### config.mk
export PLATFORM = sky130hd
export DESIGN_NAME = pixel_pair_packer_flat
export DESIGN_NICKNAME = d
export VERILOG_FILES = /design/src/rtl/pixel_pair_packer_if.sv /design/src/rtl/pixel_pair_packer.sv /design/src/flat_wrapper.sv
export SDC_FILE = /design/constraint.sdc
export NUM_CORES = 1
export LEC_CHECK = 0
export CORE_MARGIN = 10
export CORE_UTILIZATION = 45
export CTS_BUF_LIST = sky130_fd_sc_hd__clkbuf_8
export DETAILED_ROUTE_END_ITERATION = 16
export MAX_ROUTING_LAYER = met4
export PLACE_DENSITY = 0.68
export SLEW_MARGIN = 40
export SYNTH_ARGS = -nofsm -noshare
export SYNTH_HDL_FRONTEND = slang
export SYNTH_SLANG_ARGS = --single-unit
### constraint.sdc
create_clock -name HCLK -period 2.2 [get_ports HCLK]
set_input_delay 0.44 -clock HCLK [delete_from_list [all_inputs] [get_ports HCLK]]
set_output_delay 0.44 -clock HCLK [all_outputs]
set_load 0.02 [all_outputs]
### src/rtl/pixel_pair_packer_if.sv
// Pixel input / pair output bundle for pixel_pair_packer.
// Handshake: pix_valid qualifies pix_sof, pix_r/g/b, bright_en and
// bright_offset for exactly one cycle and is always accepted (there is no
// ready). hsync qualifies DATA_WRITE_* and frame_done for exactly one cycle;
// the sink must take every pulse.
interface pixel_pair_packer_if;
    logic       pix_valid;
    logic       pix_sof;
    logic [7:0] pix_r;
    logic [7:0] pix_g;
    logic [7:0] pix_b;
    logic       bright_en;
    logic [8:0] bright_offset;

    logic       hsync;
    logic [7:0] DATA_WRITE_R0;
    logic [7:0] DATA_WRITE_G0;
    logic [7:0] DATA_WRITE_B0;
    logic [7:0] DATA_WRITE_R1;
    logic [7:0] DATA_WRITE_G1;
    logic [7:0] DATA_WRITE_B1;
    logic       frame_done;
    logic       sof_err;
    logic       fsm_state;   // packer state, 0 = IDLE, 1 = ACTIVE

    modport master (
        output pix_valid, pix_sof, pix_r, pix_g, pix_b, bright_en, bright_offset,
        input  hsync, DATA_WRITE_R0, DATA_WRITE_G0, DATA_WRITE_B0,
               DATA_WRITE_R1, DATA_WRITE_G1, DATA_WRITE_B1,
               frame_done, sof_err, fsm_state
    );

    modport slave (
        input  pix_valid, pix_sof, pix_r, pix_g, pix_b, bright_en, bright_offset,
        output hsync, DATA_WRITE_R0, DATA_WRITE_G0, DATA_WRITE_B0,
               DATA_WRITE_R1, DATA_WRITE_G1, DATA_WRITE_B1,
               frame_done, sof_err, fsm_state
    );
endinterface

### src/rtl/pixel_pair_packer.sv
// Brightness-adjusts incoming RGB pixels and packs consecutive pixels into
// left/right pairs, one hsync per pair, framed by sof and column/row counters.
module pixel_pair_packer #(
    parameter int WIDTH  = 768,
    parameter int HEIGHT = 512
) (
    input logic               HCLK,
    input logic               HRESETn,
    pixel_pair_packer_if.slave bus
);
    localparam int CW = (WIDTH  > 1) ? $clog2(WIDTH)  : 1;
    localparam int RW = (HEIGHT > 1) ? $clog2(HEIGHT) : 1;
    localparam logic [CW-1:0] COL_LAST = CW'(WIDTH - 1);
    localparam logic [RW-1:0] ROW_LAST = RW'(HEIGHT - 1);

    typedef enum logic {IDLE = 1'b0, ACTIVE = 1'b1} state_t;

    // Saturating add of a signed 9-bit offset to an unsigned 8-bit component.
    function automatic logic [7:0] adjust(input logic [7:0] c, input logic en,
                                          input logic [8:0] off);
        logic signed [9:0] sum;
        sum = $signed({2'b00, c}) + $signed({off[8], off});
        if (!en)
            adjust = c;
        else if (sum < 0)
            adjust = 8'd0;
        else if (sum > 10'sd255)
            adjust = 8'hff;
        else
            adjust = sum[7:0];
    endfunction

    // Stage 1 registers
    logic       s1_valid;
    logic       s1_sof;
    logic [7:0] s1_r, s1_g, s1_b;

    // Stage 2 state
    state_t        state, state_next;
    logic [CW-1:0] col;          // column of the next accepted pixel
    logic [RW-1:0] row;          // row of the next accepted pixel
    logic [7:0]    hold_r, hold_g, hold_b;
    logic          hsync_q, frame_done_q, sof_err_q;
    logic [7:0]    r0_q, g0_q, b0_q, r1_q, g1_q, b1_q;

    // Control strobes from the FSM output decode
    logic restart, load_even, emit_pair, emit_done, set_err;
    logic at_last;

    assign at_last = (col == COL_LAST) && (row == ROW_LAST);

    // Stage 1: capture and brightness-adjust each valid pixel.
    always_ff @(posedge HCLK or negedge HRESETn) begin
        if (!HRESETn) begin
            s1_valid <= 1'b0;
            s1_sof   <= 1'b0;
            s1_r     <= 8'd0;
            s1_g     <= 8'd0;
            s1_b     <= 8'd0;
        end else begin
            s1_valid <= bus.pix_valid;
            if (bus.pix_valid) begin
                s1_sof <= bus.pix_sof;
                s1_r   <= adjust(bus.pix_r, bus.bright_en, bus.bright_offset);
                s1_g   <= adjust(bus.pix_g, bus.bright_en, bus.bright_offset);
                s1_b   <= adjust(bus.pix_b, bus.bright_en, bus.bright_offset);
            end
        end
    end

    // FSM state register.
    always_ff @(posedge HCLK or negedge HRESETn) begin
        if (!HRESETn) state <= IDLE;
        else          state <= state_next;
    end

    // FSM next state: sof starts a frame, the final pair ends it.
    always_comb begin
        state_next = state;
        case (state)
            IDLE:   if (s1_valid && s1_sof) state_next = ACTIVE;
            ACTIVE: if (s1_valid && !s1_sof && col[0] && at_last) state_next = IDLE;
            default: state_next = IDLE;
        endcase
    end

    // FSM output decode: sof always wins, so a sof on the last pixel restarts.
    always_comb begin
        restart   = 1'b0;
        load_even = 1'b0;
        emit_pair = 1'b0;
        emit_done = 1'b0;
        set_err   = 1'b0;
        if (s1_valid) begin
            case (state)
                IDLE: restart = s1_sof;
                ACTIVE: begin
                    if (s1_sof) begin
                        restart = 1'b1;
                        set_err = (col != '0) || (row != '0);
                    end else if (!col[0]) begin
                        load_even = 1'b1;
                    end else begin
                        emit_pair = 1'b1;
                        emit_done = at_last;
                    end
                end
                default: ;
            endcase
        end
    end

    // Datapath: holding registers, counters, pair outputs and error flag.
    always_ff @(posedge HCLK or negedge HRESETn) begin
        if (!HRESETn) begin
            col          <= '0;
            row          <= '0;
            hold_r       <= 8'd0;
            hold_g       <= 8'd0;
            hold_b       <= 8'd0;
            hsync_q      <= 1'b0;
            frame_done_q <= 1'b0;
            sof_err_q    <= 1'b0;
            r0_q         <= 8'd0;
            g0_q         <= 8'd0;
            b0_q         <= 8'd0;
            r1_q         <= 8'd0;
            g1_q         <= 8'd0;
            b1_q         <= 8'd0;
        end else begin
            hsync_q      <= emit_pair;
            frame_done_q <= emit_done;
            sof_err_q    <= sof_err_q | set_err;
            if (restart || load_even) begin
                hold_r <= s1_r;
                hold_g <= s1_g;
                hold_b <= s1_b;
            end
            if (emit_pair) begin
                r0_q <= hold_r;
                g0_q <= hold_g;
                b0_q <= hold_b;
                r1_q <= s1_r;
                g1_q <= s1_g;
                b1_q <= s1_b;
            end
            if (restart) begin
                col <= CW'(1);
                row <= '0;
            end else if (load_even) begin
                col <= col + CW'(1);
            end else if (emit_pair) begin
                if (at_last) begin
                    col <= '0;
                    row <= '0;
                end else if (col == COL_LAST) begin
                    col <= '0;
                    row <= row + RW'(1);
                end else begin
                    col <= col + CW'(1);
                end
            end
        end
    end

    assign bus.hsync         = hsync_q;
    assign bus.frame_done    = frame_done_q;
    assign bus.sof_err       = sof_err_q;
    assign bus.DATA_WRITE_R0 = r0_q;
    assign bus.DATA_WRITE_G0 = g0_q;
    assign bus.DATA_WRITE_B0 = b0_q;
    assign bus.DATA_WRITE_R1 = r1_q;
    assign bus.DATA_WRITE_G1 = g1_q;
    assign bus.DATA_WRITE_B1 = b1_q;
    assign bus.fsm_state     = state;
endmodule

### src/flat_wrapper.sv
// flat-port wrapper written by rule: the top's interface ports become plain ports
module pixel_pair_packer_flat 
#(
    parameter int WIDTH  = 768,
    parameter int HEIGHT = 512
)
  (HCLK, HRESETn, bus_pix_valid, bus_pix_sof, bus_pix_r, bus_pix_g, bus_pix_b, bus_bright_en, bus_bright_offset, bus_hsync, bus_DATA_WRITE_R0, bus_DATA_WRITE_G0, bus_DATA_WRITE_B0, bus_DATA_WRITE_R1, bus_DATA_WRITE_G1, bus_DATA_WRITE_B1, bus_frame_done, bus_sof_err, bus_fsm_state);
  pixel_pair_packer_if bus_i ();
  input logic HCLK;
  input logic HRESETn;
  input wire logic [$bits(bus_i.pix_valid)-1:0] bus_pix_valid;
  input wire logic [$bits(bus_i.pix_sof)-1:0] bus_pix_sof;
  input wire logic [$bits(bus_i.pix_r)-1:0] bus_pix_r;
  input wire logic [$bits(bus_i.pix_g)-1:0] bus_pix_g;
  input wire logic [$bits(bus_i.pix_b)-1:0] bus_pix_b;
  input wire logic [$bits(bus_i.bright_en)-1:0] bus_bright_en;
  input wire logic [$bits(bus_i.bright_offset)-1:0] bus_bright_offset;
  output wire logic [$bits(bus_i.hsync)-1:0] bus_hsync;
  output wire logic [$bits(bus_i.DATA_WRITE_R0)-1:0] bus_DATA_WRITE_R0;
  output wire logic [$bits(bus_i.DATA_WRITE_G0)-1:0] bus_DATA_WRITE_G0;
  output wire logic [$bits(bus_i.DATA_WRITE_B0)-1:0] bus_DATA_WRITE_B0;
  output wire logic [$bits(bus_i.DATA_WRITE_R1)-1:0] bus_DATA_WRITE_R1;
  output wire logic [$bits(bus_i.DATA_WRITE_G1)-1:0] bus_DATA_WRITE_G1;
  output wire logic [$bits(bus_i.DATA_WRITE_B1)-1:0] bus_DATA_WRITE_B1;
  output wire logic [$bits(bus_i.frame_done)-1:0] bus_frame_done;
  output wire logic [$bits(bus_i.sof_err)-1:0] bus_sof_err;
  output wire logic [$bits(bus_i.fsm_state)-1:0] bus_fsm_state;
  assign bus_i.pix_valid = bus_pix_valid;
  assign bus_i.pix_sof = bus_pix_sof;
  assign bus_i.pix_r = bus_pix_r;
  assign bus_i.pix_g = bus_pix_g;
  assign bus_i.pix_b = bus_pix_b;
  assign bus_i.bright_en = bus_bright_en;
  assign bus_i.bright_offset = bus_bright_offset;
  assign bus_hsync = bus_i.hsync;
  assign bus_DATA_WRITE_R0 = bus_i.DATA_WRITE_R0;
  assign bus_DATA_WRITE_G0 = bus_i.DATA_WRITE_G0;
  assign bus_DATA_WRITE_B0 = bus_i.DATA_WRITE_B0;
  assign bus_DATA_WRITE_R1 = bus_i.DATA_WRITE_R1;
  assign bus_DATA_WRITE_G1 = bus_i.DATA_WRITE_G1;
  assign bus_DATA_WRITE_B1 = bus_i.DATA_WRITE_B1;
  assign bus_frame_done = bus_i.frame_done;
  assign bus_sof_err = bus_i.sof_err;
  assign bus_fsm_state = bus_i.fsm_state;
  pixel_pair_packer #(.WIDTH(WIDTH), .HEIGHT(HEIGHT)) u_core (.HCLK(HCLK), .HRESETn(HRESETn), .bus(bus_i));
endmodule
==> impl_results.md <==
- Fin Setup TNS: 0 ns
- Syn nets: ~750
- Max FFs per register: 10
- Post-synthesis sequential area ratio: between 40% and 50%
- Die X: 138 um
- Layout cells sized above 1: between 20% and 30%
- N_diodes: 0
- Final worst path period share: 96.0%
- Crit-path max FO: 8
- Pwr dens: 984 nW/um^2
- Largest net degree at the start of global routing: 80
- Main area contributors after synthesis: dfrtp_1, nand2_1, ha_1
- Initial antenna violation count: 0
- Peak Freq: between 400 and 500 MHz
- Flip-flop and latch area: a little over 3000 um^2
- Initial Util: between 40% and 50%
- Final Wtd Congestion: 0.900
- Vias per cell: about 5.2
- CP most frequent cell: buf_4
- GRT overflow: 0
- Synth Register Bits: ~120
- # fillers: roughly 1.1k
- Post-synth top area share: approximately half
- Max-slew violations: 0
- Yosys top cell by area: dfrtp_1
- CTS Root Cell: clkbuf_8
- Clock skew: just over 0.009 ns
- Clock-pin slew on the worst setup and hold paths: about 0.07 ns
- Pleak: 4.07 nW
- Die area: between 15000 and 20000 um^2
- Vias in the first global route: about 5.8k
- Total Nets Final: 938
- Least-Margin Pin Slew: between 0.8 and 0.9 ns
- Top FF cell, synth: dfrtp_1
- CP arrival: about 2.4 ns
- Number of flops mapped to enable cells by yosys: 0
- WL/cell: approximately 16 um
- Post-synth ARST share: 100%
- Slowest stage delay, CP: 0.51 ns
- Crit end category: flip-flop
- P&R area growth vs syn: 40.0%
- I/O pin count: 90
- GRT Util Overall: 19.6%
- # H-tree levels: 4
- Largest regs: u_core.col x10, u_core.row x9
- CTS tree: yes
- Multi-input gate area: 3200 um^2
- Slew headroom: between 40% and 50%
- Mapped cell area: just over 6000 um^2
- Hpwl dp: ~13000 um
- Crit-path cells: clkdlybuf4s50_1 -> ha_1 -> or3_1 -> nor3_2 -> buf_4 -> o31ai_2 -> buf_4 -> a21boi_1 -> o221ai_1
- CP startpoint kind: input port
- Worst-Skew Late Latency: around 0.43 ns
- Die height: roughly 140 um
- Row count: 42
- Hold/Removal Path Class: input port to asynchronous set/reset pin
- RSZ-0062 raised after global routing: true
- Crit path time final: 2.11 ns
- Clk buf depth: 2
- Mapped Cells: ~680
- Final hold vios: 0
- Total CTS buffers: 17
- Max Cap Viol: 0
- Core box area: between 10000 and 15000 um^2
- # setup viols final: 0
- Remaining antenna violation count after routing: 0
- CTS Sinks: 121
- Top reg by flops: u_core.col
- CP max-delay cell: clkdlybuf4s50_1
- Starting DRT DRC Count: approximately 280
- Kind of critical path: input port to flip-flop
- Routed WL: between 15000 and 20000 um
- IO Port Bufs: between 80 and 90
- Via count: 5527
- Drt drc: 0
- Outcome: completed
- Netlist cell types: 56
- Worst Path Required: ~2.5 ns
- Final Power: approximately 0.0086 W
- Worst Reg-to-Reg Cells: 7
- Syn avg cell area: 9.19 um^2
- Yosys warns: 0
- Maximum vdd drop: about 0.49 mV
- Initial DRT Pass Iterations: 5
- Fin Hold WS: ~0.026 ns
- First-pass GRT wire length: about 29000 um
==> placed cells by master (no fill, tap or decap), types with 4 or more instances in the layout <==
master / count
a21boi_0: 6
a21o_1: 8
a21oi_1: 33
a31oi_1: 13
and3_1: 5
buf_4: 106
bufinv_16: 5
clkbuf_8: 18
clkdlybuf4s50_1: 76
clkinv_2: 5
clkinvlp_4: 4
dfrtp_1: 121
dlygate4sd2_1: 10
ha_1: 20
ha_2: 4
ha_4: 5
inv_1: 26
mux2_2: 18
nand2_1: 156
nand3_1: 14
nand3b_1: 7
nor2_1: 48
nor2b_1: 11
nor3_1: 6
o21ai_0: 53
o21ai_1: 4
o221ai_1: 7
xnor2_1: 14
==> critical path, delay by kind of cell <==
family                     cells  cell delay [ns]
and+or+nand+nor                2             0.54
adders and majority gates      1             0.27
AOI/OAI and AO/OA              3             0.34
buffers and inverters          3             0.81
==> per-stage QoR <==
stage               instances  utilization (%)  worst slack, ns  instance area, um^2
floorplan                 677                -          -0.0448                 6260
global placement         1022             60.3           -0.684                 8080
detailed placement       1022             60.3           -0.786                 8080
CTS                      1056             64.4           0.0114                 8630
global route             1057             65.0          0.00549                 8710
finish                   1057             65.0           0.0889                 8710
==> cell usage after synthesis (3+ instances only) <==
cell,number
clkbuf_1,20
and3_1,6
xnor2_1,15
nand2_1,156
mux2_2,18
nand3b_1,7
or4_1,3
a21o_1,8
o211ai_1,3
nor4_1,3
ha_1,29
nor2b_1,13
o21ai_0,58
a31oi_1,14
dfrtp_1,121
inv_1,28
a21boi_0,7
a21oi_1,35
nand3_1,14
a31o_2,3
o221ai_1,7
nor2_1,49
fa_1,3
a211oi_1,5
o21bai_1,3
nor3_1,7
==> timing repair <==
action | CTS | global route
setup endpoints to repair | 24 | 36
gates resized for setup | 28 | 20
buffers inserted | 2 | 1
hold buffers | 0 | 0
pin swaps | 10 | 7
cloned | 0 | 0
==> layout make-up <==
class | count | share of cell area [%]
multi-input combinational | 503 | 36.7
sequential | 121 | 34.7
timing repair buffer | 196 | 19.6
clock buffer | 18 | 2.84
tap | 176 | 2.53
clock inverter | 14 | 2.34
inverter | 29 | 1.26
==> cell families after synthesis <==
| kind of cell | after synthesis | share of synthesized area [%] |
|---|---|---|
| XOR/XNOR | 16 | 2.25 |
| multiplexers | 19 | 3.42 |
| AO/OA/AOI/OAI | 163 | 16.1 |
| buffers and inverters | 53 | 3.26 |
| flip-flops | 121 | 48.7 |
| adder cells (fa/ha/maj) | 32 | 6.80 |
| AND/OR/NAND/NOR | 273 | 19.5 |
==> routing by layer <==
metal	track usage [%]	vias up	wire length [um]
met4	6.09	0	274
met5	-	-	0
met2	30.7	127	8270
met3	3.53	19	583
li1	-	2727	-
met1	25.2	2654	8160
==> power breakdown <==
group          internal (W)  total [W]  leakage [nW]  switching [W]
combinational       0.00145    0.00304          2.33        0.00159
sequential          0.00287    0.00330          1.51       0.000433
clock               0.00136    0.00224         0.222       0.000876
==> worst paths after layout <==
check | startpoint | to | slack [ns]
min | HRESETn | u_core.bus.DATA_WRITE_B0[7] | 0.03
max in group asynchronous | HRESETn | u_core.hold_g[7] | 1.74
max reg2reg | u_core.row[0] | u_core.row[7] | 0.10
max | bus_bright_offset[7] | u_core.s1_g[1] | 0.09
min in group HCLK | bus_pix_b[0] | u_core.s1_b[0] | 0.45
min reg2reg | u_core.hold_b[5] | u_core.bus.DATA_WRITE_B0[5] | 0.47
Note: power is estimated with default switching activity, not from simulation.
